`src/rtl/byteswap_sched_pkg.sv`:
```
// Shared types for the byteswap job scheduler.
//   sched_state_e : scheduler FSM states
//   job_desc_t    : queued job descriptor (base byte address, length in bytes)
// Descriptor fields are sized for the widest supported configuration. The
// scheduler narrows them back to its own parameter widths.
package byteswap_sched_pkg;

  localparam int unsigned DESC_ADDR_W = 64;
  localparam int unsigned DESC_SIZE_W = 32;
  localparam int unsigned CNT_W       = 16;

  typedef enum logic [2:0] {
    ST_IDLE  = 3'd0,
    ST_LOAD  = 3'd1,
    ST_START = 3'd2,
    ST_WAIT  = 3'd3,
    ST_DONE  = 3'd4
  } sched_state_e;

  typedef struct packed {
    logic [DESC_ADDR_W-1:0] addr;
    logic [DESC_SIZE_W-1:0] size;
  } job_desc_t;

endpackage

```
`src/rtl/byteswap_job_fifo.sv`:
```
// Synchronous job descriptor FIFO.
//   ap_clk, areset : clock, async active-high reset (empties the queue)
//   push, wr_data  : enqueue when not full
//   pop            : dequeue when not empty
//   head           : descriptor at the read pointer (valid when !empty)
//   full, empty    : occupancy flags decoded from the pointers
// Pointers carry one extra wrap bit so full and empty can be told apart.
module byteswap_job_fifo
  import byteswap_sched_pkg::*;
#(
  parameter int unsigned DEPTH = 4
) (
  input  logic      ap_clk,
  input  logic      areset,
  input  logic      push,
  input  job_desc_t wr_data,
  input  logic      pop,
  output job_desc_t head,
  output logic      full,
  output logic      empty
);

  localparam int unsigned AW = $clog2(DEPTH);
  localparam int unsigned PW = AW + 1;

  logic [PW-1:0] wr_ptr;
  logic [PW-1:0] rd_ptr;
  job_desc_t     mem [DEPTH];
  logic          push_ok;
  logic          pop_ok;

  assign empty   = (wr_ptr == rd_ptr);
  assign full    = (wr_ptr[AW] != rd_ptr[AW]) && (wr_ptr[AW-1:0] == rd_ptr[AW-1:0]);
  assign push_ok = push && !full;
  assign pop_ok  = pop && !empty;
  assign head    = mem[rd_ptr[AW-1:0]];

  // Pointer update; push and pop may occur in the same cycle.
  always_ff @(posedge ap_clk or posedge areset) begin
    if (areset) begin
      wr_ptr <= '0;
      rd_ptr <= '0;
    end else begin
      if (push_ok) wr_ptr <= wr_ptr + PW'(1);
      if (pop_ok)  rd_ptr <= rd_ptr + PW'(1);
    end
  end

  // Storage needs no reset: slots are only read after being written.
  always_ff @(posedge ap_clk) begin
    if (push_ok) mem[wr_ptr[AW-1:0]] <= wr_data;
  end

endmodule

```
`src/rtl/byteswap_job_sched.sv`:
```
// Byteswap job scheduler: queues job descriptors and splits each job into
// engine runs of at most C_CHUNK_BYTES, issuing them one at a time.
//   ap_clk, areset             : clock, async active-high reset
//   job_valid/job_ready        : descriptor handshake (ready = queue not full)
//   job_addr, job_size         : job base byte address and length
//   eng_start/eng_done         : one-cycle start pulse / completion pulse
//   eng_addr, eng_size         : chunk address and length, held over a run
//   busy                       : FSM active or jobs queued
//   job_done, jobs_completed   : per-job completion pulse and wrapping count
module byteswap_job_sched
  import byteswap_sched_pkg::*;
#(
  parameter int unsigned C_ADDR_WIDTH      = 64,
  parameter int unsigned C_XFER_SIZE_WIDTH = 32,
  parameter int unsigned C_CHUNK_BYTES     = 16384,
  parameter int unsigned C_QUEUE_DEPTH     = 4
) (
  input  logic                         ap_clk,
  input  logic                         areset,
  input  logic                         job_valid,
  output logic                         job_ready,
  input  logic [C_ADDR_WIDTH-1:0]      job_addr,
  input  logic [C_XFER_SIZE_WIDTH-1:0] job_size,
  output logic                         eng_start,
  input  logic                         eng_done,
  output logic [C_ADDR_WIDTH-1:0]      eng_addr,
  output logic [C_XFER_SIZE_WIDTH-1:0] eng_size,
  output logic                         busy,
  output logic                         job_done,
  output logic [CNT_W-1:0]             jobs_completed
);

  localparam logic [C_XFER_SIZE_WIDTH-1:0] CHUNK_SZ = C_XFER_SIZE_WIDTH'(C_CHUNK_BYTES);

  sched_state_e                 state;
  logic [C_ADDR_WIDTH-1:0]      cur_addr;
  logic [C_XFER_SIZE_WIDTH-1:0] remain;
  logic [C_ADDR_WIDTH-1:0]      addr_nxt;
  logic [C_XFER_SIZE_WIDTH-1:0] remain_nxt;

  job_desc_t wr_desc;
  job_desc_t head;
  logic      fifo_full;
  logic      fifo_empty;
  logic      fifo_push;
  logic      fifo_pop;

  function automatic logic [C_XFER_SIZE_WIDTH-1:0] chunk_len(
    input logic [C_XFER_SIZE_WIDTH-1:0] bytes_left
  );
    return (bytes_left > CHUNK_SZ) ? CHUNK_SZ : bytes_left;
  endfunction

  assign wr_desc.addr = DESC_ADDR_W'(job_addr);
  assign wr_desc.size = DESC_SIZE_W'(job_size);
  assign job_ready    = !fifo_full;
  assign fifo_push    = job_valid && !fifo_full;
  assign fifo_pop     = (state == ST_IDLE) && !fifo_empty;
  assign busy         = (state != ST_IDLE) || !fifo_empty;

  // Position after the chunk in flight; the address wraps with no carry out.
  assign addr_nxt   = cur_addr + C_ADDR_WIDTH'(eng_size);
  assign remain_nxt = remain - eng_size;

  byteswap_job_fifo #(
    .DEPTH (C_QUEUE_DEPTH)
  ) u_fifo (
    .ap_clk  (ap_clk),
    .areset  (areset),
    .push    (fifo_push),
    .wr_data (wr_desc),
    .pop     (fifo_pop),
    .head    (head),
    .full    (fifo_full),
    .empty   (fifo_empty)
  );

  // Scheduler FSM. eng_* and job_done are loaded on entry to START/DONE so
  // they are registered and valid for the whole state.
  always_ff @(posedge ap_clk or posedge areset) begin
    if (areset) begin
      state          <= ST_IDLE;
      cur_addr       <= '0;
      remain         <= '0;
      eng_start      <= 1'b0;
      eng_addr       <= '0;
      eng_size       <= '0;
      job_done       <= 1'b0;
      jobs_completed <= '0;
    end else begin
      eng_start <= 1'b0;
      job_done  <= 1'b0;
      case (state)
        ST_IDLE: begin
          if (!fifo_empty) begin
            cur_addr <= C_ADDR_WIDTH'(head.addr);
            remain   <= C_XFER_SIZE_WIDTH'(head.size);
            state    <= ST_LOAD;
          end
        end
        ST_LOAD: begin
          if (remain == '0) begin
            job_done       <= 1'b1;
            jobs_completed <= jobs_completed + CNT_W'(1);
            state          <= ST_DONE;
          end else begin
            eng_start <= 1'b1;
            eng_addr  <= cur_addr;
            eng_size  <= chunk_len(remain);
            state     <= ST_START;
          end
        end
        ST_START: state <= ST_WAIT;
        // eng_done only has an effect here; pulses in other states are dropped.
        ST_WAIT: begin
          if (eng_done) begin
            cur_addr <= addr_nxt;
            remain   <= remain_nxt;
            if (remain_nxt == '0) begin
              job_done       <= 1'b1;
              jobs_completed <= jobs_completed + CNT_W'(1);
              state          <= ST_DONE;
            end else begin
              eng_start <= 1'b1;
              eng_addr  <= addr_nxt;
              eng_size  <= chunk_len(remain_nxt);
              state     <= ST_START;
            end
          end
        end
        ST_DONE: state <= ST_IDLE;
        default: state <= ST_IDLE;
      endcase
    end
  end

endmodule
```
`config.mk`:
```
export PLATFORM = sky130hd
export DESIGN_NAME = byteswap_job_sched
export DESIGN_NICKNAME = d
export VERILOG_FILES = /design/src/rtl/byteswap_sched_pkg.sv /design/src/rtl/byteswap_job_fifo.sv /design/src/rtl/byteswap_job_sched.sv
export SDC_FILE = /design/constraint.sdc
export NUM_CORES = 1
export LEC_CHECK = 0
export BUFFER_PORTS_ARGS = -buffer_cell sky130_fd_sc_hd__buf_2
export CELL_PAD_IN_SITES_DETAIL_PLACEMENT = 0
export CELL_PAD_IN_SITES_GLOBAL_PLACEMENT = 1
export CORE_MARGIN = 4
export CORE_UTILIZATION = 35
export CTS_CLUSTER_SIZE = 16
export DETAILED_ROUTE_END_ITERATION = 6
export GPL_TIMING_DRIVEN = 0
export PLACE_DENSITY_LB_ADDON = 0.1
export SETUP_SLACK_MARGIN = 0.2
export SLEW_MARGIN = 20
export SYNTH_ARGS = -nofsm -noshare
export SYNTH_HDL_FRONTEND = slang
export SYNTH_HIERARCHICAL = 1
export SYNTH_SLANG_ARGS = --single-unit
```
`constraint.sdc`:
```
create_clock -name ap_clk -period 13.4 [get_ports ap_clk]
set_clock_uncertainty 0.15 [all_clocks]
set_input_delay 0 -clock ap_clk [delete_from_list [all_inputs] [get_ports ap_clk]]
set_output_delay 0 -clock ap_clk [all_outputs]
set_load 0.05 [all_outputs]
```
==> results of run 1 <==
==> cells in the mapped netlist, types with 15 or more instances <==
cell type | number | share of area [%]
edfxtp_1 | 384 | 39
nand2_1 | 260 | 3.3
dfrtp_1 | 219 | 19
a21oi_1 | 155 | 2.6
nor2_1 | 151 | 1.9
mux4_2 | 96 | 7.3
o21ai_0 | 95 | 1.6
inv_1 | 82 | 1.0
clkbuf_1 | 76 | 0.97
ha_1 | 69 | 2.9
nand3_1 | 62 | 1.1
nor3_1 | 48 | 0.81
xnor2_1 | 47 | 1.4
a31oi_1 | 44 | 0.93
mux2_4 | 36 | 1.8
nand4_1 | 33 | 0.70
a21o_1 | 32 | 0.81
xor2_1 | 29 | 0.86
buf_2 | 28 | 0.48
o21a_1 | 26 | 0.66
nor4_1 | 25 | 0.53
or3_1 | 25 | 0.53
o211ai_1 | 21 | 0.53
and3_1 | 17 | 0.36
a211oi_1 | 16 | 0.41
a2bb2oi_1 | 16 | 0.48
mux2_1 | 16 | 0.61
and2_1 | 15 | 0.32
==> worst reg2reg max path, cell delays in order (launching register included) <==
cell	delay, ns
dfrtp_1	0.59
inv_1	0.09
ha_1	0.29
buf_2	0.18
a21oi_1	0.29
o21ai_0	0.12
a41o_1	0.31
nor4_2	0.60
nor2_1	0.13
o311ai_0	0.97
nand2_1	0.27
nor4_4	0.56
a21oi_4	0.25
clkbuf_1	0.37
a31o_2	0.32
==> layout make-up <==
cell class | count | share of cell area, %
Sequential cell | 603 | 46.7
Multi-Input combinational cell | 1548 | 31.7
Timing Repair Buffer | 411 | 9.02
Clock buffer | 93 | 5.19
Tap cell | 1080 | 3.71
Buffer | 128 | 1.78
Clock inverter | 34 | 0.894
Inverter | 82 | 0.866
Antenna cell | 7 | 0.0481
==> metal layers <==
metal | vias up | wire [um]
met5 | - | 0
met4 | 0 | 2770
met3 | 143 | 5010
met2 | 589 | 47500
met1 | 11000 | 43400
li1 | 9932 | -
==> repair_timing <==
| action | in CTS | in global routing |
|---|---|---|
| hold buffers | 180 | 0 |
| hold endpoints to repair | 615 | 0 |
| setup buffers | 0 | 0 |
| gates resized for setup | 0 | 0 |
==> power by group <==
| group | internal, mW | switching [mW] |
|---|---|---|
| registers | 2.55 | 0.365 |
| logic | 1.68 | 3.20 |
| clock network | 1.09 | 0.780 |
==> path summary, 6_finish.rpt <==
check / end / slack [ns] / cells past startpoint
worst max-delay path: state[1]$_DFFE_PP0P_ / 7.81 / 14
worst min-delay path: u_fifo/mem[2][2]$_DFFE_PP_ / 0.02 / 2
worst max register to register: state[1]$_DFFE_PP0P_ / 7.81 / 14
worst min register to register: eng_addr[24]$_DFFE_PP0P_ / 0.33 / 1
max in group asynchronous: eng_addr[27]$_DFFE_PP0P_ / 11.71 / 6
min in group asynchronous: eng_addr[48]$_DFFE_PP0P_ / 0.35 / 4
==> logic make-up (layout without fill, tap and decap cells) <==
| kind of cell | Yosys count | count (layout) | synth area share (%) |
|---|---|---|---|
| buffers and inverters | 210 | 748 | 3.22 |
| DFF | 603 | 603 | 57.7 |
| muxes | 172 | 172 | 10.6 |
| other | 0 | 7 | 0 |
| AOI/OAI and AO/OA | 532 | 532 | 11.9 |
| xor gates and xnor gates | 79 | 79 | 2.42 |
| and+or+nand+nor | 694 | 694 | 11.0 |
| adders and majority gates | 71 | 71 | 3.06 |
==> state kept, by name, indices dropped and copies added, names as in the netlist <==
name            cells
cur_addr           64
eng_addr           64
eng_size           32
eng_start           1
job_done            1
jobs_completed     16
remain             32
state               3
u_fifo/mem        384
u_fifo/rd_ptr       3
u_fifo/wr_ptr       3
==> flow_metrics.env, run 1 <==
export IMPL_status="finished clean"
export IMPL_syn_to_final_growth_pct=23.4
export IMPL_drv_slew=0
export IMPL_final_cell_mix="edfxtp_1 (384), nand2_1 (260), buf_2 (243)"
export IMPL_finalSetupViolCount=0
export IMPL_hp_start="job_size[2]"
export IMPL_cts_max_level=3
export IMPL_ys_types=97
export IMPL_critPathLaunchType="register"
export IMPL_syn_cell_area_mm2=0.0295
export IMPL_antenna_found_initial=6
export IMPL_fin_setup_tns_ns=0
export IMPL_use_met3_pct=3.63
export IMPL_cts_tree="built"
export IMPL_gp_congestion=0.903
export IMPL_drc_errors=0
export IMPL_grt_max_degree=76
export IMPL_min_period_ns=5.59
export IMPL_crit_family="compound AO/OA/AOI/OAI gates"
export IMPL_grt_setup_unrepaired="false"
export IMPL_numCtsBuffers=70
export IMPL_io_buffers=215
export IMPL_nets=3015
export IMPL_critical_path_class="register to register"
export IMPL_regArea_mm2=0.0170
export IMPL_syn_area_per_cell_um2=12.5
export IMPL_synth_flop_cell="edfxtp_1"
export IMPL_ir_drop_uv=165
export IMPL_final_antenna_net_count=0
export IMPL_first_global_vias=22100
export IMPL_final_period_utilization_pct=41.7
export IMPL_reg2reg_from="eng_size[10]$_DFFE_PP0P_"
export IMPL_clock_sinks=603
export IMPL_max_cap_violations=0
export IMPL_drive_gt1_share_pct=19.5
export IMPL_crit_fanout=10
export IMPL_die_area_mm2=0.0889
export IMPL_top_usage_layer="met2"
export IMPL_powerDensity_mw_per_mm2=266
export IMPL_place_ws_ns=7.90
export IMPL_crit_chain="inv_1 > ha_1 > buf_2 > a21oi_1 > o21ai_0 > a41o_1 > nor4_2 > nor2_1 > o311ai_0 > nand2_1 > nor4_4 > a21oi_4 > clkbuf_1 > a31o_2"
export IMPL_multi_input_area_mm2=0.0115
export IMPL_synthArstFlopShare_pct=36.3
export IMPL_dr_pass1_iters=7
export IMPL_die_h_um=298
export IMPL_crit_arrival_ns=5.93
export IMPL_ys_seq_area_share_pct=57.7
export IMPL_syn_inst=2361
export IMPL_ys_ff_latch=603
export IMPL_ys_warn_count=6
export IMPL_gr_usage_met1_pct=29.6
export IMPL_fmax_mhz=179
export IMPL_final_common_cell="edfxtp_1"
export IMPL_finalNonFillerCells=3986
export IMPL_start_util_pct=35.3
export IMPL_vias_per_cell=5.44
export IMPL_syn_nets=2532
export IMPL_cp_num_buf_inv=3
export IMPL_row_count=106
export IMPL_path_clk_slew_ns=0.06
export IMPL_critPathLaunch="eng_size[10]$_DFFE_PP0P_"
export IMPL_vias=21700
export IMPL_worst_skew_pair_late_latency_ns=0.62
export IMPL_layout_setup_ws_ns=7.81
export IMPL_finalInstanceArea_mm2=0.0364
export IMPL_critPathSlowestCell="o311ai_0"
export IMPL_grt_pass1_wl_um=145000
export IMPL_worst_setup_path_end_kind="register"
export IMPL_p_leak_nw=13.9
export IMPL_cp_required_ns=13.74
export IMPL_grt_util_all_layers_pct=21.9
export IMPL_grt_overflow_total=0
export IMPL_core_area_mm2=0.0836
export IMPL_whs_ns=0.0232
export IMPL_min_path_type="input pin to register"
export IMPL_tightest_slew_ns=1.16
export IMPL_max_slew_margin_pct=22.0
export IMPL_critPathMaxStageDelay_ns=0.97
export IMPL_die_w_um=298
export IMPL_wl_per_cell_um=24.8
export IMPL_dp_cells=3672
export IMPL_synth_edf_count=384
export IMPL_io_pins=216
export IMPL_placed_area_mm2=0.0323
export IMPL_clockBufferDepth=3
export IMPL_drt_initial_drc_count=1507
export IMPL_finalPower_mw=9.67
export IMPL_n_fill_cell=7829
export IMPL_drt_total_wl_um=98700
export IMPL_final_util_pct=43.6
export IMPL_hpwl_um=72100
export IMPL_hold_viol=0
export IMPL_grtUsageMet2_pct=36.4
export IMPL_cts_root_buf="clkbuf_16"
No activity file was read; power rests on OpenSTA's default activity.
==> run 2: changes to the inputs <==
--- a/config.mk
+++ b/config.mk
@@ -5,6 +5,7 @@
 export SDC_FILE = /design/constraint.sdc
 export NUM_CORES = 1
 export LEC_CHECK = 0
+export ABC_AREA = 1
 export BUFFER_PORTS_ARGS = -buffer_cell sky130_fd_sc_hd__buf_2
 export CELL_PAD_IN_SITES_DETAIL_PLACEMENT = 0
 export CELL_PAD_IN_SITES_GLOBAL_PLACEMENT = 1
==> constraint.sdc (replaced) <==
create_clock -name ap_clk -period 5.55 [get_ports ap_clk]
set_clock_uncertainty 0.15 [all_clocks]
set_input_delay 0 -clock ap_clk [delete_from_list [all_inputs] [get_ports ap_clk]]
set_output_delay 0 -clock ap_clk [all_outputs]
set_load 0.05 [all_outputs]
==> run 2 against run 1 <==
Core utilization is essentially flat; first-iteration DRC count grew 28%; largest cell class unchanged; global-route usage grew 1.9 points; non-clock buffer count grew 13; maximum frequency grew 35%; clock power grew 140%; synthesized cell count grew 47%; power grew 150%; setup slack lost 6.4 ns; routed wire length grew 13%; register-to-register slack lost 6.4 ns.
==> flow_metrics.env, run 2 <==
export IMPL_synthTopCellsByCount="nand2_1 (844), inv_1 (395), nor2_1 (393)"
export IMPL_synth_edf_count=384
export IMPL_ys_ff_latch=603
export IMPL_clockBufferDepth=3
export IMPL_critPathMaxStageDelay_ns=0.52
export IMPL_ys_types=48
export IMPL_final_antenna_net_count=0
export IMPL_die_area_mm2=0.0925
export IMPL_place_ws_ns=1.37
export IMPL_cts_setup_buffers=0
export IMPL_dr_pass1_iters=5
export IMPL_cp_required_ns=5.90
export IMPL_drt_total_wl_um=112000
export IMPL_worst_skew_pair_late_latency_ns=0.63
export IMPL_syn_inst=3464
export IMPL_first_global_vias=25600
export IMPL_yosysMostFrequentCell="nand2_1"
export IMPL_start_util_pct=35.3
export IMPL_io_pins=216
export IMPL_final_cell_mix="nand2_1 (844), inv_1 (393), nor2_1 (390)"
export IMPL_fmax_mhz=241
export IMPL_ys_warn_count=6
export IMPL_status="finished clean"
export IMPL_tightest_slew_ns=1.17
export IMPL_cts_repair_resize_count=0
export IMPL_cts_max_level=3
export IMPL_synth_flop_cell="edfxtp_1"
export IMPL_core_area_mm2=0.0869
export IMPL_syn_cell_area_mm2=0.0307
export IMPL_syn_area_per_cell_um2=8.86
export IMPL_syn_nets=3635
export IMPL_synth_top_area_share_pct=37.6
export IMPL_whs_path_depth=2
export IMPL_grt_pass1_wl_um=167000
export IMPL_cts_root_buf="clkbuf_16"
export IMPL_crit_arrival_ns=4.50
export IMPL_numCtsBuffers=70
export IMPL_die_w_um=304
export IMPL_row_count=108
export IMPL_crit_fanout=8
export IMPL_synthArstFlopShare_pct=36.3
export IMPL_worst_setup_path_end_kind="register"
export IMPL_drive_gt1_share_pct=11.6
export IMPL_vias=26000
export IMPL_hpwl_um=84900
export IMPL_cts_tree="built"
export IMPL_max_slew_margin_pct=22.0
export IMPL_grt_util_all_layers_pct=23.7
export IMPL_critPathLaunchType="register"
export IMPL_max_cap_violations=0
export IMPL_path_clk_slew_ns=0.06
export IMPL_layout_setup_ws_ns=1.40
export IMPL_io_buffers=215
export IMPL_wl_per_cell_um=21.6
export IMPL_drc_errors=0
export IMPL_fin_setup_tns_ns=0
export IMPL_largest_reg_flops=384
export IMPL_final_period_utilization_pct=74.8
export IMPL_syn_to_final_growth_pct=23.2
export IMPL_r2r_worst_path_cells=17
export IMPL_vias_per_cell=5.03
export IMPL_critPathSlowestCell="dfrtp_1"
export IMPL_drt_initial_drc_count=1927
export IMPL_min_path_type="input pin to register"
export IMPL_nets=4124
export IMPL_grt_overflow_total=0
export IMPL_antenna_found_initial=5
export IMPL_final_common_cell="nand2_1"
export IMPL_grt_setup_unrepaired="false"
export IMPL_ir_drop_uv=357
export IMPL_clock_sinks=603
export IMPL_crit_chain="ha_1 > inv_1 > fa_1 > inv_1 > nand3_1 > nand2_1 > a21oi_1 > o21ai_0 > inv_1 > o21ai_0 > nand2_1 > nand2_1 > a21oi_1 > o21ai_0 > o21ai_0 > nand2_1 > nand2_1"
export IMPL_powerDensity_mw_per_mm2=635
export IMPL_ys_seq_area_share_pct=55.4
export IMPL_grt_max_degree=53
export IMPL_p_leak_nw=16.5
export IMPL_drv_slew=0
export IMPL_yosys_top_cells_area="edfxtp_1 (38%), dfrtp_1 (18%), nand2_1 (10%)"
export IMPL_critical_path_class="register to register"
export IMPL_gp_congestion=0.879
export IMPL_min_period_ns=4.15
export IMPL_crit_top_cell="nand2_1"
export IMPL_synth_area_leader_cell="edfxtp_1"
export IMPL_die_h_um=304
export IMPL_finalSetupViolCount=0
export IMPL_hold_viol=0
==> run 2: area by class of cell <==
cell class | instances | area (um^2)
fill | 8682 | 49100
sequential | 603 | 17000
multi-input combinational | 2325 | 11400
timing repair buffer | 417 | 3400
clock buffer | 97 | 1910
inverter | 401 | 1520
tap | 1155 | 1450
buffer | 135 | 743
clock inverter | 31 | 322
antenna | 4 | 10.0
==> run 2: logic make-up after synthesis <==
family	count (synthesis)	synth area share (%)
AOI/OAI and AO/OA	720	13.1
xor gates and xnor gates	36	1.05
adders and majority gates	71	2.94
and+or+nand+nor	1498	20.2
DFF	603	55.4
buffers and inverters	536	7.34
==> run 2: timing repair <==
item                                    CTS  global route
hold endpoints to repair                564             0
hold buffers                            179             0
endpoints found under the setup margin    0             0
==> run 2: worst max-delay path: cells and delay by family (launching register included) <==
| kind | cells | cell delay (ns) |
|---|---|---|
| flip-flops | 1 | 0.52 |
| AND/OR/NAND/NOR | 6 | 0.88 |
| adder cells (fa/ha/maj) | 2 | 0.74 |
| buffers and inverters | 3 | 0.33 |
| AO/OA/AOI/OAI | 6 | 1.43 |
==> run 2: routing by layer <==
layer  track usage, %  vias up  routed length (um)
met5                0        -                  13
met4             4.58        2                1920
met3             3.68       98                5700
met2             37.6      631               50300
met1             34.8    12600               54000
li1                 -    12700                   -
==> run 2: report_power, final <==
part / internal (mW) / leakage (nW) / switching [mW]
Sequential: 6.19 / 6.18 / 0.721
Combinational: 3.50 / 9.28 / 9.12
Clock: 2.55 / 1.08 / 1.94
Total: 12.2 / 16.5 / 11.8
==> run 2: worst paths after layout <==
kind,startpoint,to,slack [ns]
worst max-delay path,eng_size[0]$_DFFE_PP0P_,eng_addr[36]$_DFFE_PP0P_,1.40
worst min-delay path,job_size[10],u_fifo/mem[3][10]$_DFFE_PP_,0.02
worst max register to register,eng_size[0]$_DFFE_PP0P_,eng_addr[36]$_DFFE_PP0P_,1.40
worst min register to register,eng_addr[36]$_DFFE_PP0P_,eng_addr[36]$_DFFE_PP0P_,0.32
max in group asynchronous,areset,remain[27]$_DFFE_PP0P_,3.58
min in group asynchronous,areset,u_fifo/wr_ptr[1]$_DFFE_PP0P_,0.35
==> run 2: stage by stage <==
step | hold slack, ns | std cells | power, mW | instance area [um^2] | utilization (%)
after floorplan | -0.359 | 3464 | 14.9 | 30700 | -
final | 0.0235 | 5168 | 24.0 | 37800 | 43.5
after CTS | 0.000515 | 5164 | 24.2 | 37800 | 43.5
after global routing | 0.0198 | 5165 | 25.8 | 37800 | 43.5
after detailed placement | -0.185 | 4857 | 19.5 | 33800 | 38.9
after global placement | -0.183 | 4834 | 19.4 | 33200 | 38.2
